--- config.mk ---
export PLATFORM = sky130hd
export DESIGN_NAME = uart_wb_bridge
export DESIGN_NICKNAME = d
export VERILOG_FILES = /design/src/rtl/uart_wb_bridge_pkg.sv /design/src/rtl/uart_wb_bridge.sv
export SDC_FILE = /design/constraint.sdc
export NUM_CORES = 1
export LEC_CHECK = 0
export CAP_MARGIN = 5
export CORE_MARGIN = 3
export CORE_UTILIZATION = 31
export DETAILED_ROUTE_END_ITERATION = 16
export GPL_ROUTABILITY_DRIVEN = 0
export SLEW_MARGIN = 15
export SYNTH_ARGS = -nofsm -noshare
export SYNTH_HDL_FRONTEND = slang
export SYNTH_SLANG_ARGS = --single-unit
--- constraint.sdc ---
create_clock -name clk -period 4.85 [get_ports clk]
set_input_delay 0.97 -clock clk [delete_from_list [all_inputs] [get_ports clk]]
set_output_delay 0.97 -clock clk [all_outputs]
set_load 0.05 [all_outputs]
--- src/rtl/uart_wb_bridge_pkg.sv ---
// uart_wb_bridge_pkg: command codes and FSM state encoding shared by the bridge
package uart_wb_bridge_pkg;
  localparam logic [7:0] CMD_READ  = 8'h01;
  localparam logic [7:0] CMD_WRITE = 8'h02;
  localparam logic [7:0] RESP_WACK = 8'h06;
  typedef enum logic [2:0] {IDLE, ADDR, DATA, BUS, RESP} state_t;
endpackage

--- src/rtl/uart_wb_bridge.sv ---
// uart_wb_bridge: parses UART command packets into single Wishbone transactions
module uart_wb_bridge
  import uart_wb_bridge_pkg::*;
#(
  parameter int AW = 16,
  parameter int DW = 32,
  parameter int TO_WIDTH = 20
) (
  input  logic          clk,
  input  logic          rst,
  input  logic [7:0]    rx_data,
  input  logic          rx_stb,
  output logic [7:0]    tx_data,
  output logic          tx_valid,
  input  logic          tx_ack,
  output logic [AW-1:0] wb_addr,
  output logic [DW-1:0] wb_wdata,
  output logic          wb_we,
  output logic          wb_cyc,
  input  logic [DW-1:0] wb_rdata,
  input  logic          wb_ack,
  output logic          err_stb
);
  localparam int AB = AW / 8;
  localparam int DB = DW / 8;
  state_t state;
  logic [7:0] cnt;
  logic [TO_WIDTH-1:0] to;
  logic is_wr;
  logic [DW-1:0] rsp;
  // response bytes leave from the top of a shift register
  assign tx_data = rsp[DW-1 -: 8];
  always_ff @(posedge clk or posedge rst) begin
    if (rst) begin
      state    <= IDLE;
      cnt      <= '0;
      to       <= '0;
      is_wr    <= 1'b0;
      rsp      <= '0;
      tx_valid <= 1'b0;
      wb_addr  <= '0;
      wb_wdata <= '0;
      wb_we    <= 1'b0;
      wb_cyc   <= 1'b0;
      err_stb  <= 1'b0;
    end else begin
      err_stb <= 1'b0;
      to <= (rx_stb || !(state == ADDR || state == DATA)) ? '0 : to + 1'b1;
      case (state)
        IDLE: if (rx_stb) begin
          if (rx_data == CMD_READ || rx_data == CMD_WRITE) begin
            state <= ADDR;
            cnt   <= 8'(AB - 1);
            is_wr <= rx_data == CMD_WRITE;
          end else err_stb <= 1'b1;
        end
        ADDR, DATA: if (rx_stb) begin
          if (state == ADDR) wb_addr <= AW'({wb_addr, rx_data});
          else wb_wdata <= DW'({wb_wdata, rx_data});
          cnt <= cnt - 1'b1;
          if (cnt == 0) begin
            if (state == ADDR && is_wr) begin
              state <= DATA;
              cnt   <= 8'(DB - 1);
            end else begin
              state  <= BUS;
              wb_cyc <= 1'b1;
              wb_we  <= is_wr;
            end
          end
        end else if (&to) begin
          state   <= IDLE;
          err_stb <= 1'b1;
        end
        BUS: begin
          err_stb <= rx_stb;
          if (wb_ack) begin
            wb_cyc   <= 1'b0;
            wb_we    <= 1'b0;
            tx_valid <= 1'b1;
            state    <= RESP;
            rsp      <= is_wr ? DW'(RESP_WACK) << (DW - 8) : wb_rdata;
            cnt      <= is_wr ? 8'd0 : 8'(DB - 1);
          end
        end
        RESP: begin
          err_stb <= rx_stb;
          if (tx_ack) begin
            rsp <= rsp << 8;
            cnt <= cnt - 1'b1;
            if (cnt == 0) begin
              tx_valid <= 1'b0;
              state    <= IDLE;
            end
          end
        end
        default: state <= IDLE;
      endcase
    end
  end
endmodule

==> results of run 1 <==
[layer usage]
metal | part of all wire (%) | track usage (%) | vias to the layer above
li1 | - | - | 1949
met2 | 48 | 21.0 | 77
met1 | 48 | 18.2 | 1947
met4 | 1.2 | 4.99 | 0
met3 | 3.4 | 3.49 | 11
met5 | 0 | 0 | -
[metrics by stage]
| stage | hold WS, ps | std cells | util, % | cell area [µm²] |
|---|---|---|---|---|
| after floorplan | 450 | 506 | - | 5440 |
| after global placement | 465 | 797 | 39.2 | 6610 |
| after detailed placement | 469 | 797 | 39.2 | 6610 |
| after CTS | 482 | 829 | 42.8 | 7220 |
| after global routing | 502 | 829 | 42.8 | 7220 |
| final | 478 | 829 | 42.8 | 7220 |
[kinds of logic (layout without fill, tap and decap cells)]
kind of cell	count (synthesis)	in the layout	synth area share [%]
compound gates	98	98	10.9
xor+xnor	20	20	3.22
fa+ha+maj	3	3	0.690
buf+inv	45	148	4.48
flops	116	116	53.3
mux	52	52	10.8
simple gates	172	172	16.6
[power by group]
group	switching [mW]	leakage, nW	internal (mW)
clock	0.443	0.291	0.810
sequential	0.291	1.51	1.34
combinational	1.48	1.19	0.874
total	2.22	3.00	3.03
[layout make-up]
class                   instances  area (µm²)  area share [%]
clock buffers                  21         480            6.66
clock inverters                11         124            1.72
flip-flops and latches        116        2900            40.2
repair buffers                109        1090            15.1
multi-input cells             345        2310            32.1
well taps                     220         275            3.81
inverters                       7        28.8           0.399
[sequential cells by signal (all words and copies together) (netlist names)]
| name | cells |
|---|---|
| err_stb | 1 |
| cnt | 8 |
| tx_valid | 1 |
| rsp | 32 |
| to | 20 |
| wb_addr | 16 |
| wb_wdata | 32 |
| is_wr | 1 |
| wb_we | 1 |
| state | 3 |
| wb_cyc | 1 |
[synthesized netlist by cell type (all sizes together) (3+ instances only)]
| library cell | count |
|---|---|
| ha | 3 |
| a21o | 3 |
| nand2b | 4 |
| buf | 25 |
| nor2b | 5 |
| nand3 | 13 |
| nand4 | 7 |
| and3 | 5 |
| a21oi | 29 |
| and2 | 3 |
| dfrtp | 116 |
| nor3 | 7 |
| xor2 | 13 |
| inv | 7 |
| and4 | 4 |
| mux2 | 50 |
| nand2 | 52 |
| o21ai | 46 |
| clkbuf | 13 |
| a22o | 5 |
| nor3b | 25 |
| xnor2 | 7 |
| nor2 | 41 |
[placed cells by master, fill, tap and decap left out, drive strengths merged, types with 2 or more instances in the layout]
master         instances
o21ai                 46
and3                   5
inv                    8
nor2                  41
clkdlybuf4s50        104
bufinv                 2
buf                    5
and2                   3
xor2                  13
o32a                   2
o31ai                  2
ha                     3
nor3b                 25
nand2                 52
clkinvlp               3
nor3                   7
clkinv                 5
nor4                   2
dfrtp                116
nand4                  7
nand3                 13
nand2b                 4
mux2i                  2
and4                   4
nor2b                  5
a21oi                 29
a22o                   5
a21o                   3
mux2                  50
clkbuf                21
xnor2                  7
a211oi                 2
[critical path: cells and delay by family]
| family | cells | cell delay, ps |
|---|---|---|
| AND/OR/NAND/NOR | 3 | 1630 |
| buffers and inverters | 1 | 450 |
| AO/OA/AOI/OAI | 2 | 380 |
[worst paths after layout]
kind	startpoint	endpoint	slack, ps	cells after the start
min in group asynchronous	rst	wb_addr[15]	1030	2
hold / removal	rsp[27]	rsp[27]	480	2
max in group asynchronous	rst	wb_cyc	3040	3
hold reg to reg	rsp[27]	rsp[27]	480	2
setup / recovery	rx_data[3]	cnt[5]	1760	6
setup reg to reg	state[0]	state[0]	2430	5
==> run metrics, run 1 <==
DIE WIDTH=139 µm; Congestion Overflow GR=0; initial antenna violation count=0; Slew Viols, Final=0; CP Data Required Time=5190 ps; CP max-delay cell=nor3b_2; status=finished, final reports clean; routed len/inst=15.0 µm; nets@finish=approximately 640; Leak=3.00 nW; Root Driver=clkbuf_16; Seq cells post-synth=between 100 and 150; Net Count, Synth=554; core area=16,900 µm²; Area Growth Syn to Fin=32.5%; Top FF cell, synth=dfrtp_1; CTS H-tree depth=4; mean post-synth cell area=10.8 µm²; min setup slack post-route=1760 ps; CTS Buf Count=17; crit path cell chain=clkdlybuf4s50_1, nor4_1, a21oi_1, nor3b_2, nor2b_1, a22o_1; clk slew on worst S/H paths=50 ps; Tmin final=just over 3000 ps; Final TNS setup=0 ps; relative slew slack=39.1%; Synth area leader=dfrtp_1; endpoints failing hold=0; register area share after synthesis=a little over half; synth warn=0; Tcrit/Tclk final=63.7%; Vias/cell=~4.8; first-pass GRT wire length=approximately 21,000 µm; vias=3,984; number of remaining DRC errors=0; synth unique cells=54; clk sinks=between 100 and 150; Die H=139 µm; Slew @ Worst Pin=913 ps; Worst setup SP type=primary input; post-CTS setup buffer count=0; Worst VDD drop=0.000470 V; die area=19,200 µm²; Initial DRT Pass Iterations=4; final setup vio count=0; Mapped Cells=506; row count=47; cts hold-fix bufs=0; clock latency at the later pin of the worst-skew pair=410 ps; vias in the first global route=4,158; Clock Skew=around 8.8 ps; Initial Utilization=roughly a third; hold crit path type=reg -> reg; Critical Path End Type=register; Synth Cell Area=5440 µm²; EDFF count, synth=0; CTS tree=built; Final ANT Viol Nets=0; diode count=0; fmax=324 MHz; Max Cap Viol=0; post-DP HPWL=8500 µm; port bufs=104; Synth top area share=53.3%; layout cell share with drive strength beyond 1=14.8%; WL final=12,400 µm; I/O pins=~110; Max clock buf depth=2; # resized after CTS=0; pre-CTS setup slack=1360 ps; power per cell area=slightly above 700 nW/µm²; ys async rst share=100%; filler cell count=1,583; largest net degree at the start of global routing=65; CP arrival=about 3400 ps; Critical Path Fanout Max=12; synth top area cells=dfrtp_1 (53%), mux2_2 (7.7%), o21ai_0 (3.7%); Critical Setup Path Class=in -> reg; 1st-iter DRT viols=around 240; CP peak stage delay=630 ps; RSZ-0062 raised after global routing=no; total power=5.24 mW; GRT Util Overall=13.5%
No activity file was read; power rests on OpenSTA's default activity.
==> inputs of run 2 (changes only) <==
==> constraint.sdc (replaced) <==
create_clock -name clk -period 2.6 [get_ports clk]
set_input_delay 0.52 -clock clk [delete_from_list [all_inputs] [get_ports clk]]
set_output_delay 0.52 -clock clk [all_outputs]
set_load 0.05 [all_outputs]
==> run metrics, run 2 (synthesis gave the netlist of run 1 again) <==
Worst VDD drop=0.000956 V (was 0.000470 V); Area Growth Syn to Fin=34.9% (was 32.5%); RSZ-0062 raised after global routing=no (unchanged); FF/Latch Area=2900 µm² (unchanged); met3 WL post-DR=536 µm (was 423 µm); CTS Buf Count=17 (unchanged); clk sinks=116 (unchanged); crit path cell chain=clkdlybuf4s50_1 (was clkdlybuf4s50_1, nor4_1, a21oi_1, nor3b_2, nor2b_1, a22o_1); Max clock buf depth=2 (unchanged); # resized after CTS=0 (unchanged); diode count=0 (unchanged); Critical Path Sink=wb_addr[2] (was cnt[5]); core area=16,900 µm² (unchanged); CTS H-tree depth=4 (unchanged); Final TNS setup=0 ps (unchanged); routed len/inst=15.1 µm (was 15.0 µm); status=finished, final reports clean (unchanged); die area=19,200 µm² (unchanged); post-CTS setup buffer count=0 (unchanged); met2 wire len=6080 µm (was 5910 µm); WP buf/inv=1 (unchanged); fmax=459 MHz; 1st-iter DRT viols=168 (was 239); WL final=12,700 µm (was 12,400 µm); CTS tree=built (unchanged); DIE WIDTH=139 µm (unchanged); Leak=3.06 nW (was 3.00 nW); Final ANT Viol Nets=0 (unchanged); Worst setup SP type=register (was primary input); Critical Setup Path Class=reg -> out (was in -> reg); final setup vio count=0 (unchanged); CP arrival=1660 ps (was 3430 ps); Routed met1 length=5930 µm (about the same); Vias/cell=4.76 (was 4.81); top sig layer=met4 (unchanged); port bufs=104 (unchanged); Initial Utilization=32.3% (unchanged); Slew Viols, Final=0 (unchanged); clock latency at the later pin of the worst-skew pair=410 ps (about the same); vias in the first global route=4,180 (was 4,158); total power=9.88 mW (was 5.24 mW); row count=47 (unchanged); I/O pins=105 (unchanged); endpoints failing hold=0 (unchanged); clk slew on worst S/H paths=60 ps (was 50 ps); layout cell share with drive strength beyond 1=16.3% (was 14.8%); relative slew slack=58.7% (was 39.1%); reg2reg setup slack=500 ps (was 2430 ps); Congestion Overflow GR=0 (unchanged); number of remaining DRC errors=0 (unchanged); nets@finish=656 (was 644); Reg2Reg Depth=6 (was 5); crit path from=wb_addr[2] (was rx_data[3]); commonest cells after routing, fill and taps aside=dfrtp_1 (116), clkdlybuf4s50_1 (104), nand2_1 (52), o21ai_0 (40), nor2_1 (39) (unchanged); largest net degree at the start of global routing=65 (unchanged); Tmin final=2180 ps; leading cell type in the layout, fill and taps excluded=dfrtp_1 (unchanged); power per cell area=1350 nW/µm² (was 727 nW/µm²); R2R Path End=cnt[4] (was state[0]); vias=4,006 (was 3,984); cts hold-fix bufs=0 (unchanged); GRT Util Overall=13.6% (was 13.5%); Critical Path Fanout Max=3 (was 12); Root Driver=clkbuf_16 (unchanged); Clock Skew=6.11 ps (was 8.83 ps); Die H=139 µm (unchanged); area of the multi-input gates=2310 µm² (unchanged); hold crit path type=reg -> reg (unchanged); CP peak stage delay=840 ps (was 630 ps); initial antenna violation count=0 (unchanged); CP Data Required Time=2080 ps (was 5190 ps); Slew @ Worst Pin=618 ps (was 913 ps); Initial DRT Pass Iterations=4 (unchanged); first-pass GRT wire length=21,500 µm (was 21,300 µm); filler cell count=1,541 (was 1,583); biggest regs=rsp (32), wb_wdata (32), to (20) (unchanged); WP depth=1 (was 6); post-DP HPWL=8820 µm (was 8500 µm); Max Cap Viol=0 (unchanged); CP max-delay cell=clkdlybuf4s50_1 (was nor3b_2); delay-heaviest family, CP=buffers and inverters (was simple AND/OR/NAND/NOR gates); Critical Path End Type=primary output (was register); launching point of the worst reg2reg path=state[0] (unchanged); Tcrit/Tclk final=83.8%
[run 2: cell count changes in the layout (fill, tap and decap cells not counted)]
cell	change
buf_12	+4
buf_4	+8
clkbuf_1	+1
clkbuf_8	-3
clkinv_2	-2
clkinv_4	+3
inv_4	-1
inv_6	+2
[run 2: final cells by class]
cell class                      instances  area share (%)
Inverter                                7           0.409
Timing Repair Buffer                  121            16.8
Multi-Input combinational cell        345            31.5
Tap cell                              220            3.75
Sequential cell                       116            39.5
Clock buffer                           19            6.03
Clock inverter                         13            2.04
[run 2: per-layer routing]
metal	track usage (%)	vias to the layer above
met4	3.74	0
li1	-	1978
met1	18.2	1937
met5	0	-
met3	4.14	8
met2	21.5	83
[run 2: report_power, final]
| part | internal [mW] | switching, mW | total (mW) |
|---|---|---|---|
| registers | 2.51 | 0.530 | 3.04 |
| logic | 1.73 | 2.81 | 4.54 |
| clock network | 1.45 | 0.856 | 2.30 |
| total | 5.69 | 4.19 | 9.88 |
[run 2: how the worst min path moves through the flow]
stage,depth (start not counted),slack [ps],start,end
after floorplan,2,450,rsp[0],rsp[0]
after global placement,2,460,rsp[25],rsp[25]
after detailed placement,2,470,rsp[25],rsp[25]
after CTS,2,480,rsp[25],rsp[25]
after global routing,2,500,rsp[25],rsp[25]
final,2,470,rsp[25],rsp[25]
[run 2: tightest hold or removal path, cell delays in order, from the launching register on]
cell and delay [ps]:
dfrtp_1 340, nand2_1 40, o21ai_0 60
[run 2: metrics by stage]
stage / utilization [%] / hold WS (ps) / instance area (µm²) / instances / setup WS [ps]
floorplan: - / 450 / 5450 / 506 / 667
global placement: 40.0 / 461 / 6750 / 809 / 192
detailed placement: 40.0 / 471 / 6750 / 809 / 144
CTS: 43.5 / 484 / 7350 / 841 / 379
global route: 43.5 / 497 / 7350 / 841 / 352
finish: 43.5 / 474 / 7350 / 841 / 421
